### src/rtl/sklansky_pkg.sv
// Shared definitions for the pipelined Sklansky subtractor: generate/propagate
// pair, prefix-level count helper and the delivered-result counter width.
package sklansky_pkg;

    localparam int COUNT_W = 8;

    typedef struct packed {
        logic g;
        logic p;
    } gp_t;

    // Number of prefix levels needed to span n bits (ceil(log2(n))).
    function automatic int clog2(input int n);
        int r;
        r = 0;
        for (int i = 0; i < 32; i++) begin
            if ((1 << i) < n) r = i + 1;
        end
        return r;
    endfunction

endpackage

### src/rtl/sklansky_prefix.sv
// Combinational Sklansky prefix levels LO..HI-1 over WIDTH generate/propagate
// pairs; an empty range (LO == HI) is a pass-through.
module sklansky_prefix
    import sklansky_pkg::*;
#(
    parameter int WIDTH = 4,
    parameter int LO    = 0,
    parameter int HI    = 1
) (
    input  gp_t [WIDTH-1:0] gp_in,
    output gp_t [WIDTH-1:0] gp_out
);

    // NOTE: every variable in a combinational block is fully assigned before
    // any conditional update, so no path leaves it holding a value (no latch).
    always_comb begin
        gp_t [WIDTH-1:0] cur;
        gp_t [WIDTH-1:0] nxt;
        int              j;
        cur = gp_in;
        nxt = gp_in;
        j   = 0;
        for (int l = LO; l < HI; l++) begin
            nxt = cur;
            for (int i = 0; i < WIDTH; i++) begin
                // Upper half of each 2^(l+1) block combines with the top bit
                // of the lower half.
                if (i[l]) begin
                    j        = ((i >> l) << l) - 1;
                    nxt[i].g = cur[i].g | (cur[i].p & cur[j].g);
                    nxt[i].p = cur[i].p & cur[j].p;
                end
            end
            cur = nxt;
        end
        gp_out = cur;
    end

endmodule

### src/rtl/sklansky_sub_pipe.sv
// Two-stage pipelined subtractor A - B - Bin on a Sklansky prefix network with
// valid/ready flow control. Optional Ovf output enabled by SKLANSKY_SUB_OVF_EN.
module sklansky_sub_pipe
    import sklansky_pkg::*;
#(
    parameter int WIDTH = 4
) (
    input  logic               clk,
    input  logic               rst_n,
    input  logic [WIDTH-1:0]   A,
    input  logic [WIDTH-1:0]   B,
    input  logic               Bin,
    input  logic               in_valid,
    output logic               in_ready,
    output logic [WIDTH-1:0]   Diff,
    output logic               Bout,
    output logic               out_valid,
    input  logic               out_ready,
    output logic [COUNT_W-1:0] Count
`ifdef SKLANSKY_SUB_OVF_EN
    ,
    output logic               Ovf
`endif
);

    localparam int LEVELS = clog2(WIDTH);
    localparam int L1     = (LEVELS + 1) / 2;

    logic             v1;
    logic             v2;
    logic             s1_load;
    logic             s2_load;
    logic [WIDTH-1:0] hp0;
    gp_t  [WIDTH-1:0] gp0;
    gp_t  [WIDTH-1:0] gp1;
    gp_t  [WIDTH-1:0] s1_gp;
    logic [WIDTH-1:0] s1_hp;
    logic             s1_cin;
    gp_t  [WIDTH-1:0] gp2;
    logic [WIDTH-1:0] carry;
    logic [WIDTH-1:0] diff_next;
    logic             bout_next;
    logic [WIDTH-1:0] unused_p;

    assign s2_load   = !v2 || out_ready;
    assign s1_load   = !v1 || s2_load;
    assign in_ready  = s1_load;
    assign out_valid = v2;

    // Subtraction as A + ~B + ~Bin: the borrow-in becomes carry-in and is
    // folded into bit 0's generate so the prefix yields true carries.
    assign hp0 = A ^ ~B;
    always_comb begin
        for (int i = 0; i < WIDTH; i++) begin
            gp0[i].p = hp0[i];
            gp0[i].g = A[i] & ~B[i];
        end
        gp0[0].g = gp0[0].g | (hp0[0] & ~Bin);
    end

    sklansky_prefix #(.WIDTH(WIDTH), .LO(0), .HI(L1)) u_prefix_s1 (
        .gp_in  (gp0),
        .gp_out (gp1)
    );

    sklansky_prefix #(.WIDTH(WIDTH), .LO(L1), .HI(LEVELS)) u_prefix_s2 (
        .gp_in  (s1_gp),
        .gp_out (gp2)
    );

    always_comb begin
        carry[0] = s1_cin;
        for (int i = 1; i < WIDTH; i++) begin
            carry[i] = gp2[i-1].g;
        end
        for (int i = 0; i < WIDTH; i++) begin
            unused_p[i] = gp2[i].p;
        end
    end

    assign diff_next = s1_hp ^ carry;
    assign bout_next = ~gp2[WIDTH-1].g;

    // NOTE: sequential state uses non-blocking assignments so every register
    // samples pre-edge values regardless of block ordering.
    always_ff @(posedge clk or negedge rst_n) begin
        if (!rst_n) begin
            v1 <= 1'b0;
            v2 <= 1'b0;
        end else begin
            if (s1_load) v1 <= in_valid;
            if (s2_load) v2 <= v1;
        end
    end

    // NOTE: datapath registers are reset too so Diff/Bout read 0 during reset
    // and nothing from before reset can reappear afterwards.
    always_ff @(posedge clk or negedge rst_n) begin
        if (!rst_n) begin
            s1_gp  <= '0;
            s1_hp  <= '0;
            s1_cin <= 1'b0;
        end else if (s1_load && in_valid) begin
            s1_gp  <= gp1;
            s1_hp  <= hp0;
            s1_cin <= ~Bin;
        end
    end

    always_ff @(posedge clk or negedge rst_n) begin
        if (!rst_n) begin
            Diff <= '0;
            Bout <= 1'b0;
        end else if (s2_load && v1) begin
            Diff <= diff_next;
            Bout <= bout_next;
        end
    end

    always_ff @(posedge clk or negedge rst_n) begin
        if (!rst_n) begin
            Count <= '0;
        end else if (v2 && out_ready) begin
            Count <= Count + 1'b1;
        end
    end

`ifdef SKLANSKY_SUB_OVF_EN
    // Signed overflow: carry into the MSB differs from carry out of it.
    always_ff @(posedge clk or negedge rst_n) begin
        if (!rst_n) begin
            Ovf <= 1'b0;
        end else if (s2_load && v1) begin
            Ovf <= carry[WIDTH-1] ^ gp2[WIDTH-1].g;
        end
    end
`endif

endmodule
### config.mk
export PLATFORM = sky130hd
export DESIGN_NAME = sklansky_sub_pipe
export DESIGN_NICKNAME = d
export VERILOG_FILES = /design/src/rtl/sklansky_pkg.sv /design/src/rtl/sklansky_prefix.sv /design/src/rtl/sklansky_sub_pipe.sv
export SDC_FILE = /design/constraint.sdc
export NUM_CORES = 1
export LEC_CHECK = 0
export CORE_MARGIN = 2
export CORE_UTILIZATION = 45
export DETAILED_ROUTE_END_ITERATION = 12
export GPL_ROUTABILITY_DRIVEN = 0
export HOLD_SLACK_MARGIN = 0.1
export PLACE_DENSITY = 0.72
export SKIP_CTS_REPAIR_TIMING = 1
export SYNTH_ARGS = -nofsm -noshare
export SYNTH_HDL_FRONTEND = slang
export SYNTH_SLANG_ARGS = --single-unit
### constraint.sdc
create_clock -name clk -period 1.51 [get_ports clk]
set_input_delay 0.302 -clock clk [delete_from_list [all_inputs] [get_ports clk]]
set_output_delay 0.302 -clock clk [all_outputs]
set_load 0.01 [all_outputs]
### After elaboration in Yosys (flattened, before gate mapping)

Cells that the tools add are included.
W data, S select, Z words.

* register bits after elaboration: 24
* bits of input ports: 13
* output and inout port bits: 15
* word-level logic and storage cells: 43

* add/sub/neg operators: 1
* bitwise gates (word level): 24
* reductions and logical operators: 7

Operators by type and width (number)
* $and A1 B1 Y1: 10
* $add A8 B1 Y8 const B: 1
* $xor A4 B4 Y4: 2
* $not A1 Y1: 6
* $or A1 B1 Y1: 5
* $not A4 Y4: 1
* $logic_and A1 B1 Y1: 3
* $logic_not A1 Y1: 2
* $logic_or A1 B1 Y1: 2

### Longest topological paths before layout

Gate-level depths: netlist of the first run.

* depth in word-level cells: 8
* mapped depth: 5
* mapped depth without buffers: 5

### By module

Synthesis of the first run repeated with hierarchy kept, for this count alone.

* cells, all modules: 106
* area total of the unflattened synthesis: 1397.6 um^2

Modules (own cells, without submodules)
* sklansky_sub_pipe: instances 1, cells an instance 89, area an instance 1268.7 um^2, sequential area each 700.7 um^2
* sklansky_prefix at u_prefix_s1: instances 1, cells an instance 9, area an instance 68.8 um^2, sequential area each 0.0 um^2
* sklansky_prefix at u_prefix_s2: instances 1, cells an instance 8, area an instance 60.1 um^2, sequential area each 0.0 um^2

### Worst setup path before layout of the first run

Ideal clock, no wire load.

* path kind: register -> register
* from: reg v2, in the netlist out_valid
* to: reg s1_hp[1]
* library setup time: 0.125 ns
* arrival: 1.103 ns
* required time: 1.385 ns
* path slack: 0.282 ns
* cell stages (with the launch flop): 5
* path buffers: 1
* clock period less this slack: 1.228 ns
* path through: dfrtp_1 > nand3b_4 > nand2_4 > buf_6 > mux2_4

* word-level cells in the longest chain between the ends: 4

Ends and longest elaborated chain
* start: declaration: RTL line sklansky_sub_pipe.sv:30 `logic v2;`
* start signal: assignment: RTL line sklansky_sub_pipe.sv:92 `if (s2_load) v2 <= v1;`
* $logic_not A1 Y1: RTL line sklansky_sub_pipe.sv:45 `assign s2_load = !v2 || out_ready;`
* $logic_or A1 B1 Y1: RTL line sklansky_sub_pipe.sv:45
* $logic_or A1 B1 Y1: RTL line sklansky_sub_pipe.sv:46 `assign s1_load = !v1 || s2_load;`
* named net in_ready: RTL line sklansky_sub_pipe.sv:14 `output logic in_ready,`
* $logic_and A1 B1 Y1: RTL line sklansky_sub_pipe.sv:103 `end else if (s1_load && in_valid) begin`
* end signal: assignment: RTL line sklansky_sub_pipe.sv:105 `s1_hp <= hp0;`
* end: declaration: RTL line sklansky_sub_pipe.sv:37 `logic [WIDTH-1:0] s1_hp;`

The timed path passes the listed nets, and every way through them passes these cells.
A chain may end at the register's enable or synchronous reset.

### Worst setup path in the final report of the first run

* from: reg v2, in the netlist out_valid
* to: out in_ready

* word-level cells in the longest chain between the ends: 3

Ends and longest elaborated chain (RTL line)
* $logic_not A1 Y1: sklansky_sub_pipe.sv:45
* $logic_or A1 B1 Y1: sklansky_sub_pipe.sv:45
* $logic_or A1 B1 Y1: sklansky_sub_pipe.sv:46
* end: declaration: sklansky_sub_pipe.sv:14

No other way between the ends.

==> reports/metrics.csv, run 1 <==
stage;metric;value;unit
outcome;status;complete, no violations;
setup_path;largest fanout on the critical path;5;
global_route;pin count of the biggest net entering global routing;25;
synthesis;post-synth net total;111;
synthesis;sequential area share after synthesis;54.7;%
die;Die X;53.4;um
synthesis;Post-Syn Area per Cell;11.8;um2
placement;# port buffers;27;
drt;Total Wirelength;2.14;mm
setup_path;Req. time, crit path;1.21;ns
global_route;remaining global-route overflow;0;
drt;first drt pass iteration count;3;
clock_tree;CTS Sinks;24;
synthesis;Yosys top cell area share;54.7;%
die;io pins;28;
layout;Area Growth Syn to Fin;45.4;%
sta;Clock Skew;0.00362;ns
global_route;initial antenna violation count;0;
setup_path;reg2reg end;s1_hp[0]$_DFFE_PN0P_;
layout;layout cells sized above 1;24.3;%
global_route;global-route usage over all layers;16.7;%
clock_tree;clock buffer depth;2;
die;Die ar.;0.00285;mm2
setup_path;Critical R2R Launch;out_valid$_DFFE_PN0P_;
global_route;number of global-route vias before repair;764;
clock_tree;Worst-Skew Late Latency;0.31;ns
synthesis;flops & latches, synth;24;
power;leakage power;0.908;nW
power;Power Dens Cells;1360;mW/mm2
placement;HPWL after detailed placement;1.42;mm
die;Chip Height;53.4;um
drt;DRT iter0 DRCs;2;
synthesis;Async SR Flop Fraction;100;%
drt;DR top layer;met4;
drt;DRC;0;
synthesis;Cells after Synth;93;
drt;via count;811;
layout;Nets;159;
die;initial core utilization;48.7;%
synthesis;commonest cells in the netlist;dfrtp_1, nand2_1, xnor2_1;
synthesis;top-count cell post-synth;dfrtp_1;
power;Worst VDD drop;1090;uV
synthesis;largest cells by area after synthesis;dfrtp_1, xnor2_1, ha_1, nand2_1, o21ai_0;
drt;Wirelength per Cell;12.8;um
sta;setup TNS;0;ns
drt;DR vias/cell;4.83;
sta;setup ws final;0.0859;ns
sta;slew margin rel.;80.2;%
synthesis;Post-synth EDFFs;0;
sta;Slew Limit Fails;0;
sta;min Tclk post-route;1.42;ns
setup_path;Reg2Reg Depth;5;
sta;final worst path period share;94.3;%
die;Rows;17;
layout;sequential cell area;604;um2
clock_tree;H-tree level count;1;
synthesis;Synth area leader;dfrtp_1;
setup_path;Worst setup SP type;register;
layout;Fillers;185;
clock_tree;CTS tree;done;
placement;pre-CTS setup slack;-0.230;ns
layout;n_diodes;0;
drt;met2 WL;1.04;mm
sta;Setup violations, final;0;
die;Core ar.;0.00225;mm2
setup_path;R2R Setup Slk;0.16;ns
drt;M1 WL;978;um
flow_run;max cap viols;0;
sta;Final Hold Fails;0;
layout;multi-input logic area;468;um2
synthesis;predominant post-synthesis flop cell;dfrtp_1;
clock_tree;Inserted Clock Buffers;3;
drt;met3 wire length;103;um
global_route;global-route wire length before repair;3.37;mm
drt;post-detailed-route count of antenna-violating nets;0;
hold_path;min-delay worst type;primary input to asynchronous set/reset pin;
clock_tree;CTS root buffer;clkbuf_4;
setup_path;WP data arrival;1.12;ns
setup_path;CP Capture Type;primary output;
synthesis;YS warnings;0;
sta;Worst-Margin Slew;0.297;ns
clock_tree;Clock transition at path regs;0.13;ns
layout;Layout Utilization;70.9;%
synthesis;synthesized area;0.00110;mm2
setup_path;CP Class;register to primary output;
sta;unrepaired setup endpoints after global routing;false;
synthesis;Synth cell types;24;
sta;f_max;702;MHz
[where the power goes]
group / leakage (nW) / internal (mW) / switching, mW
clock: 0.0210 / 0.147 / 0.187
sequential: 0.289 / 0.818 / 0.126
combinational: 0.597 / 0.538 / 0.353
[placed cells by master, fill, tap and decap left out, types with 5 or more instances in the layout]
cell,n
xnor2_1,10
dfrtp_1,21
buf_4,17
o21ai_0,9
dlymetal6s2s_1,15
clkdlybuf4s50_1,12
ha_1,5
nand2_1,14
inv_1,5
[critical path, stage by stage, from the launching register on]
cell	delay, ns
dfrtp_2	0.45
buf_4	0.15
nand3b_4	0.06
dlymetal6s2s_1	0.15
[metal layers]
| metal | vias up | global-route usage (%) |
|---|---|---|
| li1 | 411 | - |
| met1 | 383 | 22.7 |
| met2 | 15 | 25.3 |
| met3 | 2 | 2.82 |
| met4 | 0 | 8.97 |
| met5 | - | 0 |
[flip-flops by register name (all words and copies together) (netlist names)]
register / flops
Bout: 1
Count: 8
Diff: 4
out_valid: 1
s1_cin: 1
s1_gp: 4
s1_hp: 4
v1: 1
[worst max-delay path by stage]
stage          slack (ns)  cells past startpoint                    to                   from
3_5_place_dp        -0.23                      3              in_ready              out_ready
3_3_place_gp        -0.23                      3              in_ready              out_ready
2_1_floorplan        0.28                      4  s1_hp[1]$_DFFE_PN0P_  out_valid$_DFFE_PN0P_
4_1_cts             -0.24                      3              in_ready              out_ready
6_report             0.09                      3              in_ready  out_valid$_DFFE_PN0P_
5_1_grt              0.01                      3              in_ready  out_valid$_DFFE_PN0P_
[kinds of logic after synthesis]
logic type	count (synthesis)	synth area share [%]
AND/OR/NAND/NOR	28	14.9
flip-flops	24	54.7
AO/OA/AOI/OAI	13	6.49
XOR/XNOR	11	8.77
buffers and inverters	6	2.73
multiplexers	6	6.72
adder cells (fa/ha/maj)	5	5.69
[cell type report]
class,instances,share of cell area (%)
flip-flops and latches,24,37.8
inverters,5,1.17
well taps,28,2.19
multi-input cells,63,29.3
repair buffers,44,27.3
clock buffers,4,2.27
[stage by stage]
stage | power, mW | area [um2] | cells | hold WS [ns]
finish | 2.17 | 1600 | 168 | 0.327
global route | 2.32 | 1600 | 168 | 0.350
CTS | 2.02 | 1470 | 157 | 0.337
detailed placement | 1.69 | 1440 | 153 | 0.469
global placement | 1.66 | 1440 | 153 | 0.458
floorplan | 1.30 | 1100 | 93 | 0.00641
Note: power is estimated with default switching activity, not from simulation.
==> run 2: changes to the inputs <==
==> constraint.sdc (replaced) <==
create_clock -name clk -period 1.51 [get_ports clk]
set_input_delay 0.302 -clock clk [delete_from_list [all_inputs] [get_ports clk]]
set_output_delay 0.302 -clock clk [all_outputs]
set_load 0.05 [all_outputs]
==> reports/metrics.csv, run 2 (synthesized netlist as in run 1, its figures left out) <==
stage;metric;value;unit
power;Final Power;2.86;mW
drt;post-detailed-route count of antenna-violating nets;0;
layout;Area Growth Syn to Fin;49.0;%
sta;setup ws final;0.132;ns
global_route;global-route wire length before repair;3.49;mm
sta;f_max;726;MHz
sta;min Tclk post-route;1.38;ns
hold_path;min-delay worst type;primary input to asynchronous set/reset pin;
sta;unrepaired setup endpoints after global routing;false;
placement;# port buffers;27;
layout;max reg flops;8;
layout;fin area;0.00164;mm2
layout;n_diodes;0;
power;leakage power;0.777;nW
setup_path;CP Capture Type;primary output;
layout;Layout Utilization;72.6;%
drt;Total Wirelength;2.06;mm
clock_tree;Worst-Skew Late Latency;0.32;ns
die;Die ar.;0.00285;mm2
sta;final hold slack;0.326;ns
die;io pins;28;
power;Power Dens Cells;1750;mW/mm2
setup_path;Critical R2R Launch;Count[2]$_DFFE_PN0P_;
sta;setup TNS;0;ns
die;Die X;53.4;um
drt;DRC;0;
sta;Slew Limit Fails;0;
setup_path;CP Class;register to primary output;
setup_path;CP startpoint;out_valid$_DFFE_PN0P_;
drt;Wirelength per Cell;13.2;um
outcome;status;complete, no violations;
placement;pre-CTS setup slack;-0.196;ns
placement;Inst Count DP;152;
layout;Finished Layout Cells;156;
die;initial core utilization;48.7;%
global_route;initial antenna violation count;0;
clock_tree;Inserted Clock Buffers;3;
setup_path;largest fanout on the critical path;5;
sta;Setup violations, final;0;
clock_tree;H-tree level count;1;
clock_tree;Clock transition at path regs;0.13;ns
flow_run;max cap viols;0;
die;Core ar.;0.00225;mm2
placement;dpl cell area;0.00158;mm2
clock_tree;clock buffer depth;2;
sta;final worst path period share;91.2;%
power;Worst VDD drop;1210;uV
drt;first drt pass iteration count;4;
layout;commonest cells after routing, fill and taps aside;dfrtp_1, buf_12, nand2_1;
global_route;number of global-route vias before repair;752;
setup_path;Req. time, crit path;1.21;ns
layout;most common cell after layout, fill and taps aside;dfrtp_1;
die;Chip Height;53.4;um
drt;DR vias/cell;4.98;
layout;Biggest register;Count;
sta;slew margin rel.;80.1;%
setup_path;Reg2Reg Depth;4;
clock_tree;CTS tree;done;
global_route;remaining global-route overflow;0;
global_route;global-route usage over all layers;17.3;%
sta;Final Hold Fails;0;
layout;Nets;147;
setup_path;Worst setup SP type;register;
layout;layout cells sized above 1;27.3;%
die;Rows;17;
placement;HPWL after detailed placement;1.64;mm
drt;via count;777;
sta;Worst-Margin Slew;0.298;ns
sta;Clock Skew;0.00131;ns
setup_path;WP data arrival;1.08;ns
global_route;pin count of the biggest net entering global routing;25;
clock_tree;CTS root buffer;clkbuf_4;
clock_tree;CTS Sinks;24;
drt;DRT iter0 DRCs;3;
==> run 2: metal layers <==
layer	GRT usage (%)	up-vias	wire (um)
met5	0	-	0
met4	5.13	0	16
met3	3.67	2	86
met2	27.4	19	1060
met1	23.7	371	893
li1	-	385	-
==> run 2: path summary, 6_finish.rpt <==
check                                        endpoint  slack, ns
worst min-delay path             Count[1]$_DFFE_PN0P_       0.33
max in group asynchronous       out_valid$_DFFE_PN0P_       0.93
min in group clk                 Count[0]$_DFFE_PN0P_       0.33
worst min register to register       Bout$_DFFE_PN0P_       0.49
worst max-delay path                        out_valid       0.13
worst max register to register   Count[7]$_DFFE_PN0P_       0.33
==> run 2: power by group <==
part           internal (mW)  switching (mW)  leakage [nW]  total [mW]
clock network          0.269           0.201        0.0279       0.469
logic                  0.686           0.653         0.458        1.34
registers              0.812           0.245         0.291        1.06
==> run 2: final cells by class <==
class / instances / area (um2)
Clock buffer: 3 / 22.5
Clock inverter: 1 / 30.0
Fill cell: 175 / 618
Inverter: 5 / 18.8
Multi-Input combinational cell: 63 / 468
Sequential cell: 24 / 602
Tap cell: 28 / 35.0
Timing Repair Buffer: 32 / 460
==> run 2: worst max-delay path: stages, from the launching register on <==
cell and delay [ns]:
dfrtp_2 0.46, buf_4 0.15, buf_12 0.14
